<file path="config.mk">
export PLATFORM = sky130hd
export DESIGN_NAME = reg_write_scheduler
export DESIGN_NICKNAME = d
export VERILOG_FILES = /design/src/rtl/reg_write_scheduler.sv
export SDC_FILE = /design/constraint.sdc
export NUM_CORES = 1
export LEC_CHECK = 0
export CAP_MARGIN = 20
export CORE_MARGIN = 10
export CORE_UTILIZATION = 40
export CTS_CLUSTER_SIZE = 24
export DETAILED_ROUTE_END_ITERATION = 6
export GPL_TIMING_DRIVEN = 0
export PLACE_DENSITY = 0.61
export REMOVE_ABC_BUFFERS = 1
export SLEW_MARGIN = 20
export SYNTH_ARGS = -nofsm -noshare
export SYNTH_HDL_FRONTEND = slang
export SYNTH_SLANG_ARGS = --single-unit
</file>
<file path="constraint.sdc">
create_clock -name clk -period 4.7 [get_ports clk]
set_clock_uncertainty 0.15 [all_clocks]
set_input_delay 0.705 -clock clk [delete_from_list [all_inputs] [get_ports clk]]
set_output_delay 0.705 -clock clk [all_outputs]
set_load 0.01 [all_outputs]
</file>
<file path="src/rtl/reg_write_scheduler.sv">
// Writeback scheduler: picks up to two of three writeback requesters per cycle
// for a dual-write-port register file and tracks pending writes per register.
module reg_write_scheduler (
  input  logic        clk,
  input  logic        rst,
  input  logic        alu_valid,
  input  logic        mem_valid,
  input  logic        md_valid,
  input  logic [4:0]  alu_reg,
  input  logic [4:0]  mem_reg,
  input  logic [4:0]  md_reg,
  input  logic [31:0] alu_data,
  input  logic [31:0] mem_data,
  input  logic [31:0] md_data,
  output logic        alu_ready,
  output logic        mem_ready,
  output logic        md_ready,
  output logic        sig_reg_write,
  output logic [4:0]  write_reg,
  output logic [31:0] write_data,
  output logic        sig_reg_write2,
  output logic [4:0]  write_reg2,
  output logic [31:0] write_data2,
  input  logic        alloc_valid,
  input  logic [4:0]  alloc_reg,
  output logic        alloc_ready,
  input  logic [4:0]  read_reg1,
  input  logic [4:0]  read_reg2,
  output logic        busy1,
  output logic        busy2,
  output logic        sb_err
);

  logic [1:0]        rr_ptr_q, rr_ptr_d;
  logic [31:0][1:0]  cnt_q, cnt_d;
  logic              sb_err_q, sb_err_d;
  logic              wr1_q, wr1_d, wr2_q, wr2_d;
  logic [4:0]        wreg1_q, wreg1_d, wreg2_q, wreg2_d;
  logic [31:0]       wdata1_q, wdata1_d, wdata2_q, wdata2_d;

  logic [2:0]        req_valid;
  logic [2:0][4:0]   req_reg;
  logic [2:0][31:0]  req_data;
  logic [2:0]        rdy;
  logic              alloc_fire;

  assign req_valid = {md_valid, mem_valid, alu_valid};
  assign req_reg   = {md_reg, mem_reg, alu_reg};
  assign req_data  = {md_data, mem_data, alu_data};

  function automatic logic [1:0] prio_idx(input logic [1:0] base, input logic [1:0] off);
    logic [2:0] sum;
    sum = {1'b0, base} + {1'b0, off};
    return (sum >= 3'd3) ? 2'(sum - 3'd3) : sum[1:0];
  endfunction

  // Grant selection: scan requesters in rotating priority order, at most two slots.
  always_comb begin
    logic [1:0] idx;
    logic [1:0] n_grant;
    logic [4:0] first_reg;
    logic [1:0] last_idx;
    logic       any_grant;
    // NOTE: every variable gets a default before any conditional write so no latch is inferred.
    rdy       = '0;
    n_grant   = '0;
    first_reg = '0;
    last_idx  = rr_ptr_q;
    any_grant = 1'b0;
    idx       = '0;
    wr1_d = 1'b0; wreg1_d = '0; wdata1_d = '0;
    wr2_d = 1'b0; wreg2_d = '0; wdata2_d = '0;
    for (int k = 0; k < 3; k++) begin
      idx = prio_idx(rr_ptr_q, 2'(k));
      if (!rst && req_valid[idx] && (n_grant != 2'd2) &&
          !((n_grant == 2'd1) && (req_reg[idx] != 5'd0) && (req_reg[idx] == first_reg))) begin
        rdy[idx] = 1'b1;
        if (n_grant == 2'd0) begin
          first_reg = req_reg[idx];
          if (req_reg[idx] != 5'd0) begin
            wr1_d    = 1'b1;
            wreg1_d  = req_reg[idx];
            wdata1_d = req_data[idx];
          end
        end else if (req_reg[idx] != 5'd0) begin
          wr2_d    = 1'b1;
          wreg2_d  = req_reg[idx];
          wdata2_d = req_data[idx];
        end
        n_grant   = n_grant + 2'd1;
        last_idx  = idx;
        any_grant = 1'b1;
      end
    end
    rr_ptr_d = any_grant ? ((last_idx == 2'd2) ? 2'd0 : last_idx + 2'd1) : rr_ptr_q;
  end

  assign alu_ready = rdy[0];
  assign mem_ready = rdy[1];
  assign md_ready  = rdy[2];

  assign alloc_ready = !rst && ((alloc_reg == 5'd0) || (cnt_q[alloc_reg] != 2'd3));
  assign alloc_fire  = alloc_valid && alloc_ready && (alloc_reg != 5'd0);

  // Scoreboard: reservations increment, registered write ports decrement.
  always_comb begin
    logic inc;
    logic dec;
    cnt_d    = cnt_q;
    cnt_d[0] = 2'd0;
    sb_err_d = sb_err_q;
    inc      = 1'b0;
    dec      = 1'b0;
    for (int r = 1; r < 32; r++) begin
      inc = alloc_fire && (alloc_reg == 5'(r));
      dec = (wr1_q && (wreg1_q == 5'(r))) || (wr2_q && (wreg2_q == 5'(r)));
      if (dec && (cnt_q[r] == 2'd0)) sb_err_d = 1'b1;
      if (inc && !dec) begin
        cnt_d[r] = (cnt_q[r] == 2'd3) ? 2'd3 : cnt_q[r] + 2'd1;
      end else if (dec && !inc && (cnt_q[r] != 2'd0)) begin
        cnt_d[r] = cnt_q[r] - 2'd1;
      end
    end
  end

  // NOTE: the pending counts are reset like any other state; a stale count would raise false hazards.
  always_ff @(posedge clk) begin
    if (rst) begin
      rr_ptr_q <= '0;
      cnt_q    <= '0;
      sb_err_q <= 1'b0;
      wr1_q    <= 1'b0;
      wreg1_q  <= '0;
      wdata1_q <= '0;
      wr2_q    <= 1'b0;
      wreg2_q  <= '0;
      wdata2_q <= '0;
    end else begin
      // NOTE: non-blocking assignments so every register samples pre-edge values.
      rr_ptr_q <= rr_ptr_d;
      cnt_q    <= cnt_d;
      sb_err_q <= sb_err_d;
      wr1_q    <= wr1_d;
      wreg1_q  <= wreg1_d;
      wdata1_q <= wdata1_d;
      wr2_q    <= wr2_d;
      wreg2_q  <= wreg2_d;
      wdata2_q <= wdata2_d;
    end
  end

  assign sig_reg_write  = wr1_q;
  assign write_reg      = wreg1_q;
  assign write_data     = wdata1_q;
  assign sig_reg_write2 = wr2_q;
  assign write_reg2     = wreg2_q;
  assign write_data2    = wdata2_q;
  assign busy1          = (cnt_q[read_reg1] != 2'd0);
  assign busy2          = (cnt_q[read_reg2] != 2'd0);
  assign sb_err         = sb_err_q;

endmodule

</file>
==> run metrics <==
status=complete, but fails checks; failing checks=negative setup slack; site row count=66; fin nets=around 2100; GP Congestion=0.8790; yosys warns=0; most common cell after layout, fill and taps aside=clkdlybuf4s50_1; Final Cycle Share=104.1%; Worst Path Arrival=around 4 ns; share of synthesized registers carrying an async set or reset=0%; Top Ports=between 200 and 250; reg2reg setup slack=0.20 ns; vias per cell=slightly below 6; Hold WC Path Type=flop to flop; # Max-Cap Violations=0; clock buffer depth=2; Die W=~200 um; clock buffer count from CTS=17; htree depth=4; worst slack at placement=-1.600 ns; Final Setup Violations=3; clock latency at the later pin of the worst-skew pair=between 0.4 and 0.5 ns; Total Routing Usage GR=between 20% and 30%; largest net degree at the start of global routing=65; vias in the first global route=~14000; Multi-input gate area=between 9000 and 10000 um^2; drt pass-1 iters=5; GR Overflow Total=0; final WL=around 50000 um; RSZ-0062 raised after global routing=true; layout cells sized above 1=between 10% and 20%; CTS tree=built; worst hold slack=0.3997 ns; Die Area=slightly above 40000 um^2; Post-DP Area=15690 um^2; Wirelength per Cell=~21 um; Antenna Cells=0; hold buffers post-CTS=0; Post-route DRC=0; Top FF cell, synth=dfxtp_1; CP Max Fanout=7; effective utilization at floorplan=40.31%; placed cells=roughly 2300; Finished Cell Area=between 15000 and 20000 um^2; Largest Register=cnt_q; HPWL after DPL=33480 um; Final Hold Viols=0; overall power=just under 9 mW; Slew HR=roughly a quarter; DRT iter0 DRCs=between 900 and 1000; WP data required=about 3.9 ns; Crit Path Class=flop to output pin; Register Area=~2800 um^2; Post-Syn Area per Cell=7.712 um^2; IR drop worst, VDD=~0.46 mV; Worst Max-Slew Pin Slew=approximately 1.1 ns; Root Driver=clkbuf_16; Power Density=518.3 nW/um^2; CP Capture Type=output pin; Core Area=around 32000 um^2; final setup TNS=-0.4017 ns; EDFF count, synth=0; initial antenna violation count=2; minimum clock period=4.893 ns; clk slew on worst S/H paths=0.06 ns; Highest Clock Rate=between 0.2 and 0.25 GHz; startpoint types=flop; distinct cell type count after synthesis=70; Cell Count, Final, Fillers Out=about 2300; routed vias=approximately 14000; Largest register FFs=62; antenna violation net count after detailed routing=0; DIE HEIGHT=about 200 um; post-synthesis sequential area ratio=between 20% and 30%; Max Slew Vio Count=0; most frequent cells in the layout=208 x clkdlybuf4s50_1, 172 x nor2_1, 171 x a21oi_1; Port-buffer cells=214; FF+latch count, synth=141; final core occ=a little over half; Sink Count=141; Cell Area, Synth=approximately 13000 um^2; P_leak=~6.3 nW; first-pass GRT wire length=between 70000 and 80000 um; area grow syn2layout=32.09%; min setup slack post-route=-0.1927 ns; Synth Instances=1692; Fillers=3037
[repair_timing]
action | in CTS | in global routing
endpoints found under the setup margin | 82 | 5
gates cloned | 9 | 2
setup buffers | 33 | 12
resized for setup | 50 | 20
pin swaps | 8 | 13
[where the power goes]
group          switching, mW  leakage [nW]  internal [mW]
logic                   3.14          4.85           2.75
registers              0.150          1.15           1.42
clock network          0.572         0.299          0.895
total                   3.87          6.30           5.07
[layer usage]
| metal | routed length, um | GRT usage [%] |
|---|---|---|
| met1 | 20540 | 27.61 |
| met2 | 23160 | 39.54 |
| met3 | 4392 | 8.327 |
| met4 | 1213 | 7.411 |
| met5 | 13 | 0 |
[cell families (layout without fill, tap and decap cells)]
logic type	after synthesis	count (layout)	share of synthesized area, %
simple gates	538	540	19.41
xor+xnor	34	34	2.282
mux	140	140	13.04
fa+ha+maj	100	100	9.589
buf+inv	187	395	6.156
compound gates	552	552	27.89
flops	141	141	21.63
[cell type report]
class	count	area share [%]
inverter	80	1.786
clock buffer	19	2.570
tap	442	3.208
multi-input combinational	1366	56.94
sequential	141	16.42
clock inverter	12	0.9800
timing repair buffer	284	18.10
[cell usage after synthesis, types with 7 or more instances]
master,instances,area share (%)
nor2_1,173,5.0
a211oi_1,59,3.4
buf_6,8,0.69
nor2b_1,62,3.0
nand3_1,21,0.81
and3_1,7,0.34
nand2_1,155,4.5
and2_1,8,0.38
mux4_2,22,3.8
a2bb2oi_1,8,0.54
buf_2,16,0.61
o22ai_1,35,1.7
a221oi_1,7,0.47
inv_1,79,2.3
clkbuf_1,65,1.9
o21ai_0,90,3.5
a22oi_1,21,1.2
mux2_2,12,1.0
mux2_1,8,0.69
mux2i_1,98,7.5
nand4_1,13,0.62
ha_1,100,9.6
buf_1,15,0.43
xnor2_1,33,2.2
a22o_1,23,1.5
a21oi_1,174,6.7
o31ai_1,21,1.2
a21o_1,34,2.0
o2bb2ai_1,12,0.81
dfxtp_1,141,22
nor3_1,25,0.96
o31ai_2,14,1.3
nand2b_1,48,2.3
[path summary, 6_finish.rpt]
check,cells after the start,end,from
worst max-delay path,17,mem_ready,rr_ptr_q[1]
worst min-delay path,2,cnt_q[61],cnt_q[61]
worst max register to register,17,write_data[20],rr_ptr_q[1]
worst min register to register,2,cnt_q[61],cnt_q[61]
[critical path, cell delays in order, from the launching register on]
cell and delay (ns):
dfxtp_4 0.38, inv_4 0.07, ha_4 0.22, buf_16 0.18, mux2i_1 0.30, o2bb2ai_2 0.14
nor2_1 0.15, nand4_1 0.20, a31oi_4 0.26, inv_2 0.06, ha_1 0.27, inv_1 0.05
a221o_1 0.30, nor4_4 0.33, a21oi_4 0.12, a222oi_1 0.31, inv_1 0.10, buf_6 0.14
No activity file was read; power rests on OpenSTA's default activity.
